File: src/rtl/uart_rx_cfg_if.sv
// Receive-side handshake bundle for uart_rx_cfg: received word, valid/ready
// and the per-word status flags.
`timescale 1ns/1ps
interface uart_rx_cfg_if #(
    parameter int unsigned DATABITS = 8
);
    logic [DATABITS-1:0] rx_data;
    logic                rx_valid;
    logic                rx_ready;
    logic                parity_error;
    logic                framing_error;
    logic                break_detect;
    logic                overrun_error;

    modport master (
        output rx_data, rx_valid, parity_error, framing_error, break_detect, overrun_error,
        input  rx_ready
    );

    modport slave (
        input  rx_data, rx_valid, parity_error, framing_error, break_detect, overrun_error,
        output rx_ready
    );
endinterface

File: src/rtl/uart_rx_cfg.sv
// Runtime-configurable oversampling UART receiver with valid/ready holding register.
// Define UART_RX_MAJORITY_EN for 2-of-3 majority sampling around each bit mid-point.
`timescale 1ns/1ps
module uart_rx_cfg #(
    parameter int unsigned DATABITS   = 8,
    parameter int unsigned OVERSAMPLE = 16
) (
    input  logic        clk,
    input  logic        reset_n,
    input  logic        baud_tick,
    input  logic        rx_line,
    input  logic [1:0]  parity_mode,
    input  logic        stop2,
    uart_rx_cfg_if.master rx_if
);
    localparam int unsigned CW = $clog2(OVERSAMPLE);
    localparam int unsigned BW = $clog2(DATABITS + 1);
    localparam logic [CW-1:0] LAST_C  = CW'(OVERSAMPLE - 1);
    localparam logic [CW-1:0] MID_C   = CW'(OVERSAMPLE / 2);
    localparam logic [BW-1:0] DLAST_C = BW'(DATABITS - 1);

    typedef enum logic [2:0] {
        IDLE, START, DATA, PARITY, STOP, WAIT_HIGH
    } state_t;

    state_t                r_state;
    logic [CW-1:0]         r_sample_cnt;
    logic [BW-1:0]         r_bit_cnt;
    logic [DATABITS-1:0]   r_shift;
    logic [1:0]            r_pmode;
    logic                  r_stop2;
    logic                  r_par_bit;
    logic                  r_pe_pend;
    logic                  r_fe_pend;

    logic [DATABITS-1:0]   r_rx_data;
    logic                  r_rx_valid;
    logic                  r_parity_error;
    logic                  r_framing_error;
    logic                  r_break_detect;
    logic                  r_overrun_error;

    logic w_at_smp;
    logic w_bit;
    logic w_par_en;
    logic w_par_exp;
    logic w_last_stop;
    logic w_commit;
    logic w_fe;
    logic w_brk;
    logic w_accept;

`ifdef UART_RX_MAJORITY_EN
    localparam logic [CW-1:0] SMP_C = CW'(OVERSAMPLE / 2 + 1);
    localparam logic [CW-1:0] MA_C  = CW'(OVERSAMPLE / 2 - 1);
    logic r_maj_a;
    logic r_maj_b;
    // Decision is taken on the third sample (M+1), so commit moves there too.
    assign w_bit = (r_maj_a & r_maj_b) | (r_maj_a & rx_line) | (r_maj_b & rx_line);
`else
    localparam logic [CW-1:0] SMP_C = MID_C;
    assign w_bit = rx_line;
`endif

    assign w_at_smp    = baud_tick && (r_sample_cnt == SMP_C);
    assign w_par_en    = (r_pmode == 2'b01) || (r_pmode == 2'b10);
    assign w_par_exp   = (r_pmode == 2'b01) ? ^r_shift : ~^r_shift;
    assign w_last_stop = !r_stop2 || (r_bit_cnt == BW'(1));
    assign w_commit    = (r_state == STOP) && w_at_smp && w_last_stop;
    assign w_fe        = r_fe_pend | ~w_bit;
    assign w_brk       = (r_shift == '0) && (!w_par_en || !r_par_bit) && w_fe;
    assign w_accept    = r_rx_valid && rx_if.rx_ready;

    assign rx_if.rx_data       = r_rx_data;
    assign rx_if.rx_valid      = r_rx_valid;
    assign rx_if.parity_error  = r_parity_error;
    assign rx_if.framing_error = r_framing_error;
    assign rx_if.break_detect  = r_break_detect;
    assign rx_if.overrun_error = r_overrun_error;

    always_ff @(posedge clk or negedge reset_n) begin
        if (!reset_n) begin
            r_state         <= IDLE;
            r_sample_cnt    <= '0;
            r_bit_cnt       <= '0;
            r_shift         <= '0;
            r_pmode         <= '0;
            r_stop2         <= 1'b0;
            r_par_bit       <= 1'b0;
            r_pe_pend       <= 1'b0;
            r_fe_pend       <= 1'b0;
            r_rx_data       <= '0;
            r_rx_valid      <= 1'b0;
            r_parity_error  <= 1'b0;
            r_framing_error <= 1'b0;
            r_break_detect  <= 1'b0;
            r_overrun_error <= 1'b0;
`ifdef UART_RX_MAJORITY_EN
            r_maj_a         <= 1'b0;
            r_maj_b         <= 1'b0;
`endif
        end else begin
            // A word held and not taken this cycle makes the new frame an overrun.
            if (w_commit) begin
                if (!r_rx_valid || w_accept) begin
                    r_rx_data       <= r_shift;
                    r_parity_error  <= r_pe_pend;
                    r_framing_error <= w_fe;
                    r_break_detect  <= w_brk;
                    r_rx_valid      <= 1'b1;
                    r_overrun_error <= 1'b0;
                end else begin
                    r_overrun_error <= 1'b1;
                end
            end else if (w_accept) begin
                r_rx_valid      <= 1'b0;
                r_overrun_error <= 1'b0;
                r_parity_error  <= 1'b0;
                r_framing_error <= 1'b0;
                r_break_detect  <= 1'b0;
            end

`ifdef UART_RX_MAJORITY_EN
            if (baud_tick && (r_sample_cnt == MA_C))
                r_maj_a <= rx_line;
            if (baud_tick && (r_sample_cnt == MID_C))
                r_maj_b <= rx_line;
`endif

            if (baud_tick) begin
                case (r_state)
                    IDLE: begin
                        if (!rx_line) begin
                            r_state      <= START;
                            r_sample_cnt <= CW'(1);
                            r_bit_cnt    <= '0;
                            r_pmode      <= parity_mode;
                            r_stop2      <= stop2;
                            r_pe_pend    <= 1'b0;
                            r_fe_pend    <= 1'b0;
                            r_par_bit    <= 1'b0;
                        end
                    end
                    START: begin
                        if (w_at_smp && w_bit) begin
                            r_state      <= IDLE;
                            r_sample_cnt <= '0;
                        end else if (r_sample_cnt == LAST_C) begin
                            r_state      <= DATA;
                            r_sample_cnt <= '0;
                            r_bit_cnt    <= '0;
                        end else begin
                            r_sample_cnt <= r_sample_cnt + 1'b1;
                        end
                    end
                    DATA: begin
                        if (w_at_smp) begin
                            for (int unsigned i = 0; i < DATABITS; i++)
                                if (r_bit_cnt == BW'(i))
                                    r_shift[i] <= w_bit;
                        end
                        if (r_sample_cnt == LAST_C) begin
                            r_sample_cnt <= '0;
                            if (r_bit_cnt == DLAST_C) begin
                                r_bit_cnt <= '0;
                                r_state   <= w_par_en ? PARITY : STOP;
                            end else begin
                                r_bit_cnt <= r_bit_cnt + 1'b1;
                            end
                        end else begin
                            r_sample_cnt <= r_sample_cnt + 1'b1;
                        end
                    end
                    PARITY: begin
                        if (w_at_smp) begin
                            r_par_bit <= w_bit;
                            if (w_bit != w_par_exp)
                                r_pe_pend <= 1'b1;
                        end
                        if (r_sample_cnt == LAST_C) begin
                            r_sample_cnt <= '0;
                            r_bit_cnt    <= '0;
                            r_state      <= STOP;
                        end else begin
                            r_sample_cnt <= r_sample_cnt + 1'b1;
                        end
                    end
                    STOP: begin
                        // r_bit_cnt doubles as the stop-bit index here.
                        if (w_commit) begin
                            r_sample_cnt <= '0;
                            r_state      <= w_bit ? IDLE : WAIT_HIGH;
                        end else begin
                            if (w_at_smp && !w_bit)
                                r_fe_pend <= 1'b1;
                            if (r_sample_cnt == LAST_C) begin
                                r_sample_cnt <= '0;
                                r_bit_cnt    <= r_bit_cnt + 1'b1;
                            end else begin
                                r_sample_cnt <= r_sample_cnt + 1'b1;
                            end
                        end
                    end
                    WAIT_HIGH: begin
                        if (rx_line)
                            r_state <= IDLE;
                    end
                    default: r_state <= IDLE;
                endcase
            end
        end
    end
endmodule

File: src/flat_wrapper.sv
// flat-port wrapper written by rule: the top's interface ports become plain ports
module uart_rx_cfg_flat 
#(
    parameter int unsigned DATABITS   = 8,
    parameter int unsigned OVERSAMPLE = 16
)
  (clk, reset_n, baud_tick, rx_line, parity_mode, stop2, rx_if_rx_data, rx_if_rx_valid, rx_if_parity_error, rx_if_framing_error, rx_if_break_detect, rx_if_overrun_error, rx_if_rx_ready);
  uart_rx_cfg_if #(.DATABITS(DATABITS)) rx_if_i ();
  input  logic clk;
  input  logic reset_n;
  input  logic baud_tick;
  input  logic rx_line;
  input  logic [1:0] parity_mode;
  input  logic stop2;
  output wire logic [$bits(rx_if_i.rx_data)-1:0] rx_if_rx_data;
  output wire logic [$bits(rx_if_i.rx_valid)-1:0] rx_if_rx_valid;
  output wire logic [$bits(rx_if_i.parity_error)-1:0] rx_if_parity_error;
  output wire logic [$bits(rx_if_i.framing_error)-1:0] rx_if_framing_error;
  output wire logic [$bits(rx_if_i.break_detect)-1:0] rx_if_break_detect;
  output wire logic [$bits(rx_if_i.overrun_error)-1:0] rx_if_overrun_error;
  input wire logic [$bits(rx_if_i.rx_ready)-1:0] rx_if_rx_ready;
  assign rx_if_rx_data = rx_if_i.rx_data;
  assign rx_if_rx_valid = rx_if_i.rx_valid;
  assign rx_if_parity_error = rx_if_i.parity_error;
  assign rx_if_framing_error = rx_if_i.framing_error;
  assign rx_if_break_detect = rx_if_i.break_detect;
  assign rx_if_overrun_error = rx_if_i.overrun_error;
  assign rx_if_i.rx_ready = rx_if_rx_ready;
  uart_rx_cfg #(.DATABITS(DATABITS), .OVERSAMPLE(OVERSAMPLE)) u_core (.clk(clk), .reset_n(reset_n), .baud_tick(baud_tick), .rx_line(rx_line), .parity_mode(parity_mode), .stop2(stop2), .rx_if(rx_if_i));
endmodule
File: config.mk
export PLATFORM = sky130hd
export DESIGN_NAME = uart_rx_cfg_flat
export DESIGN_NICKNAME = d
export VERILOG_FILES = /design/src/rtl/uart_rx_cfg_if.sv /design/src/rtl/uart_rx_cfg.sv /design/src/flat_wrapper.sv
export SDC_FILE = /design/constraint.sdc
export NUM_CORES = 1
export LEC_CHECK = 0
export BUFFER_PORTS_ARGS = -buffer_cell sky130_fd_sc_hd__buf_2
export CORE_ASPECT_RATIO = 0.5
export CORE_MARGIN = 4
export CORE_UTILIZATION = 40
export CTS_BUF_LIST = sky130_fd_sc_hd__clkbuf_4
export DETAILED_ROUTE_END_ITERATION = 7
export GPL_TIMING_DRIVEN = 0
export PLACE_DENSITY = 0.7
export REMOVE_ABC_BUFFERS = 1
export SLEW_MARGIN = 10
export SYNTH_ARGS = -nofsm -noshare
export SYNTH_HDL_FRONTEND = slang
export SYNTH_SLANG_ARGS = --single-unit
File: constraint.sdc
create_clock -name clk -period 2.1 [get_ports clk]
set_clock_uncertainty 0.15 [all_clocks]
set_input_delay 0.315 -clock clk [delete_from_list [all_inputs] [get_ports clk]]
set_output_delay 0.315 -clock clk [all_outputs]
set_load 0.1 [all_outputs]
==> metrics.cfg <==
[sta]
tns_ns = 0
setup_viol = 0
fin_ws_ns = 0.00813
fmax_ghz = 0.478
tightest_slew_ns = 0.827
fin_crit_sh_pct = 99.6
hold-worst-slack_ns = 0.0346
period_needed_ns = 2.09
hold_viol_final = 0
slew_headroom_pct = 44.8
grt_setup_unrepaired = true
finalMaxSlewViolations = 0

[power_and_ir_drop]
switching_power_uw = 1280
p_leak_uw = 0.00113
pwr-share-seq_pct = 38.5
ir_drop_mv = 0.528
p_sw_share_pct = 45.3
pwr-share-clk_pct = 13.6
combinationalPowerShare_pct = 48.0
p_int_uw = 1540
p_per_area_nw_per_um2 = 1140

[cts]
cts.sinks = 38
htree_levels = 2
clk_latency_ns = 0.36
clockBufferDepth = 2
cts_buffers = 5
cts_root_buffer = clkbuf_4
cts_tree = built
clkTransAtPathRegs_ns = 0.12

[critical_path]
critPathKind = flip-flop to flip-flop
arrival_ns = 2.20
critPathRequiredTime_ns = 2.21
start_kind = flip-flop
crit_fanout = 4
slowest_delay_ns = 0.41
crit_slowest_cell = dfrtp_1
path_cells = inv_2 -> ha_4 -> or3b_4 -> a21oi_4 -> o2111ai_2 -> nand2b_4 -> mux2_4
timing.reg2reg.setup_slack_ns = 0.008
critPathCaptureType = flip-flop

[logic_synthesis]
async_reset_ff_share_pct = 100
syn_inst = 219
synth_flop_cell = dfrtp_1
yosys_warnings = 0
synth_edf_count = 0
synth-seq-cells = 38
syn_area_per_cell_um2 = 9.63
ys_types = 45
ys_seq_area_share_pct = 45.1
syn_area_um2 = 2110

[grt]
grt_usage_pct = 14.2
grt_overflow_total = 0
grt_pass1_vias = 1593
grt_start_max_net_pins = 39
antenna_found_initial = 0
grt_pass1_wl_um = 7490

[placed_design]
place_ws_ns = -0.238
dp_hpwl_um = 3020
io_buffer_count = 20
place_congestion = 0.784

[routing]
viasPerCell = 5.21
drt_pass1_iterations = 6
drt-initial-drc-count = 132
routed_wl_um = 4530
drc = 0
ant_nets = 0
wl_per_cell_um = 14.1
via_count = 1672

[status]
outcome = completed

[floorplan]
core_area_um2 = 5000
placementRows = 18
fp.dieH_um = 59.3
ioPinCount = 21
initial_utilization_pct = 42.2
dieArea_um2 = 6570
die_width_um = 111

[hold_path]
hold_class = input pin to flip-flop

[finish]
fillCellCount = 462
final_common_cell = dfrtp_1
nets = 269
n_antenna_cell = 0
area_growth_pct = 17.7
drive_above_1_share_pct = 28.3
layout_common_cells = dfrtp_1 (35), nand2_1 (33), o21ai_0 (20), buf_2 (20), inv_1 (19)

[flow_run]
max_cap_violations = 0

==> worst paths after layout <==
check / cells after the start / from / to
min reg2reg: 2 / u_core.rx_if.rx_data[2]$_DFFE_PN0P_ / u_core.rx_if.rx_data[2]$_DFFE_PN0P_
max reg2reg: 7 / u_core.r_bit_cnt[1]$_DFFE_PN0P_ / u_core.r_state[1]$_DFFE_PN0P_
min: 2 / stop2 / u_core.r_stop2$_DFFE_PN0P_
min in group asynchronous: 2 / reset_n / u_core.r_stop2$_DFFE_PN0P_
max: 7 / u_core.r_bit_cnt[1]$_DFFE_PN0P_ / u_core.r_state[1]$_DFFE_PN0P_
max in group asynchronous: 2 / reset_n / u_core.r_state[2]$_DFFE_PN0P_
==> layout make-up <==
type	instances	area, µm²	share of cell area, %
Multi-Input combinational cell	155	1130	45.5
Sequential cell	38	955	38.5
Timing Repair Buffer	30	180	7.26
Tap cell	70	87.6	3.53
Inverter	20	75.1	3.03
Clock buffer	5	37.5	1.51
Clock inverter	3	16.3	0.656
==> logic make-up after synthesis <==
group	Yosys count	share of synthesized area, %
buf+inv	27	5.04
mux	12	6.53
flops	38	45.1
compound gates	51	15.6
fa+ha+maj	11	6.53
xor+xnor	6	2.49
simple gates	74	18.8
==> metal layers <==
metal | global-route usage, % | wire [µm] | vias up
met5 | 0 | 0 | -
met4 | 6.84 | 77 | 0
met3 | 2.55 | 216 | 8
met2 | 23.3 | 2140 | 48
met1 | 18.6 | 2100 | 803
li1 | - | - | 813
==> worst max-delay path: cells and delay by family, from the launching register on <==
family / cells / cell delay, ns
adders and majority gates: 1 / 0.12
and+or+nand+nor: 2 / 0.58
DFF: 1 / 0.41
buffers and inverters: 1 / 0.08
AOI/OAI and AO/OA: 2 / 0.35
muxes: 1 / 0.30
==> flip-flops by register name (all words and copies together), names as in the netlist <==
signal,flops
u_core.r_shift,8
u_core.rx_if.rx_data,8
u_core.r_bit_cnt,4
u_core.r_sample_cnt,4
u_core.r_state,3
u_core.r_pmode,2
u_core.r_fe_pend,1
u_core.r_par_bit,1
u_core.r_pe_pend,1
u_core.r_stop2,1
u_core.rx_if.break_detect,1
u_core.rx_if.framing_error,1
u_core.rx_if.overrun_error,1
u_core.rx_if.parity_error,1
u_core.rx_if.rx_valid,1
==> metrics by stage <==
stage | cell area, µm² | utilization [%] | total power, µW | instances
after floorplan | 2080 | - | 1980 | 212
after global placement | 2260 | 45.3 | 2210 | 302
after detailed placement | 2260 | 45.3 | 2250 | 302
after CTS | 2430 | 48.5 | 2720 | 320
after global routing | 2480 | 49.6 | 3020 | 321
final | 2480 | 49.6 | 2820 | 321
==> power groups by stage <==
stage / clock (µW) / sequential, µW / combinational (µW)
2_1_floorplan: 0 / 1230 / 753
5_1_grt: 421 / 1110 / 1490
3_5_place_dp: 0 / 1090 / 1160
3_3_place_gp: 0 / 1080 / 1130
6_report: 382 / 1090 / 1350
4_1_cts: 393 / 1070 / 1260
==> Yosys cell counts (all sizes together) (4+ instances only) <==
cell / count / area, µm²
nand3: 7 / 40.0
mux2: 11 / 128
nor2: 12 / 45.0
dfrtp: 38 / 951
buf: 4 / 20.0
o21ai: 21 / 105
ha: 11 / 138
nand2b: 6 / 45.0
xnor2: 5 / 43.8
inv: 20 / 75.1
a21oi: 11 / 66.3
nand2: 33 / 124
==> timing repair <==
action / 4_1_cts / 5_1_grt
hold buffers: 2 / 0
setup endpoints to repair: 17 / 18
gates resized for setup: 8 / 10
pin swaps: 2 / 2
gates cloned: 0 / 1
hold endpoints to repair: 39 / 0
setup buffers: 8 / 0
(Power assumes the default switching activity.)
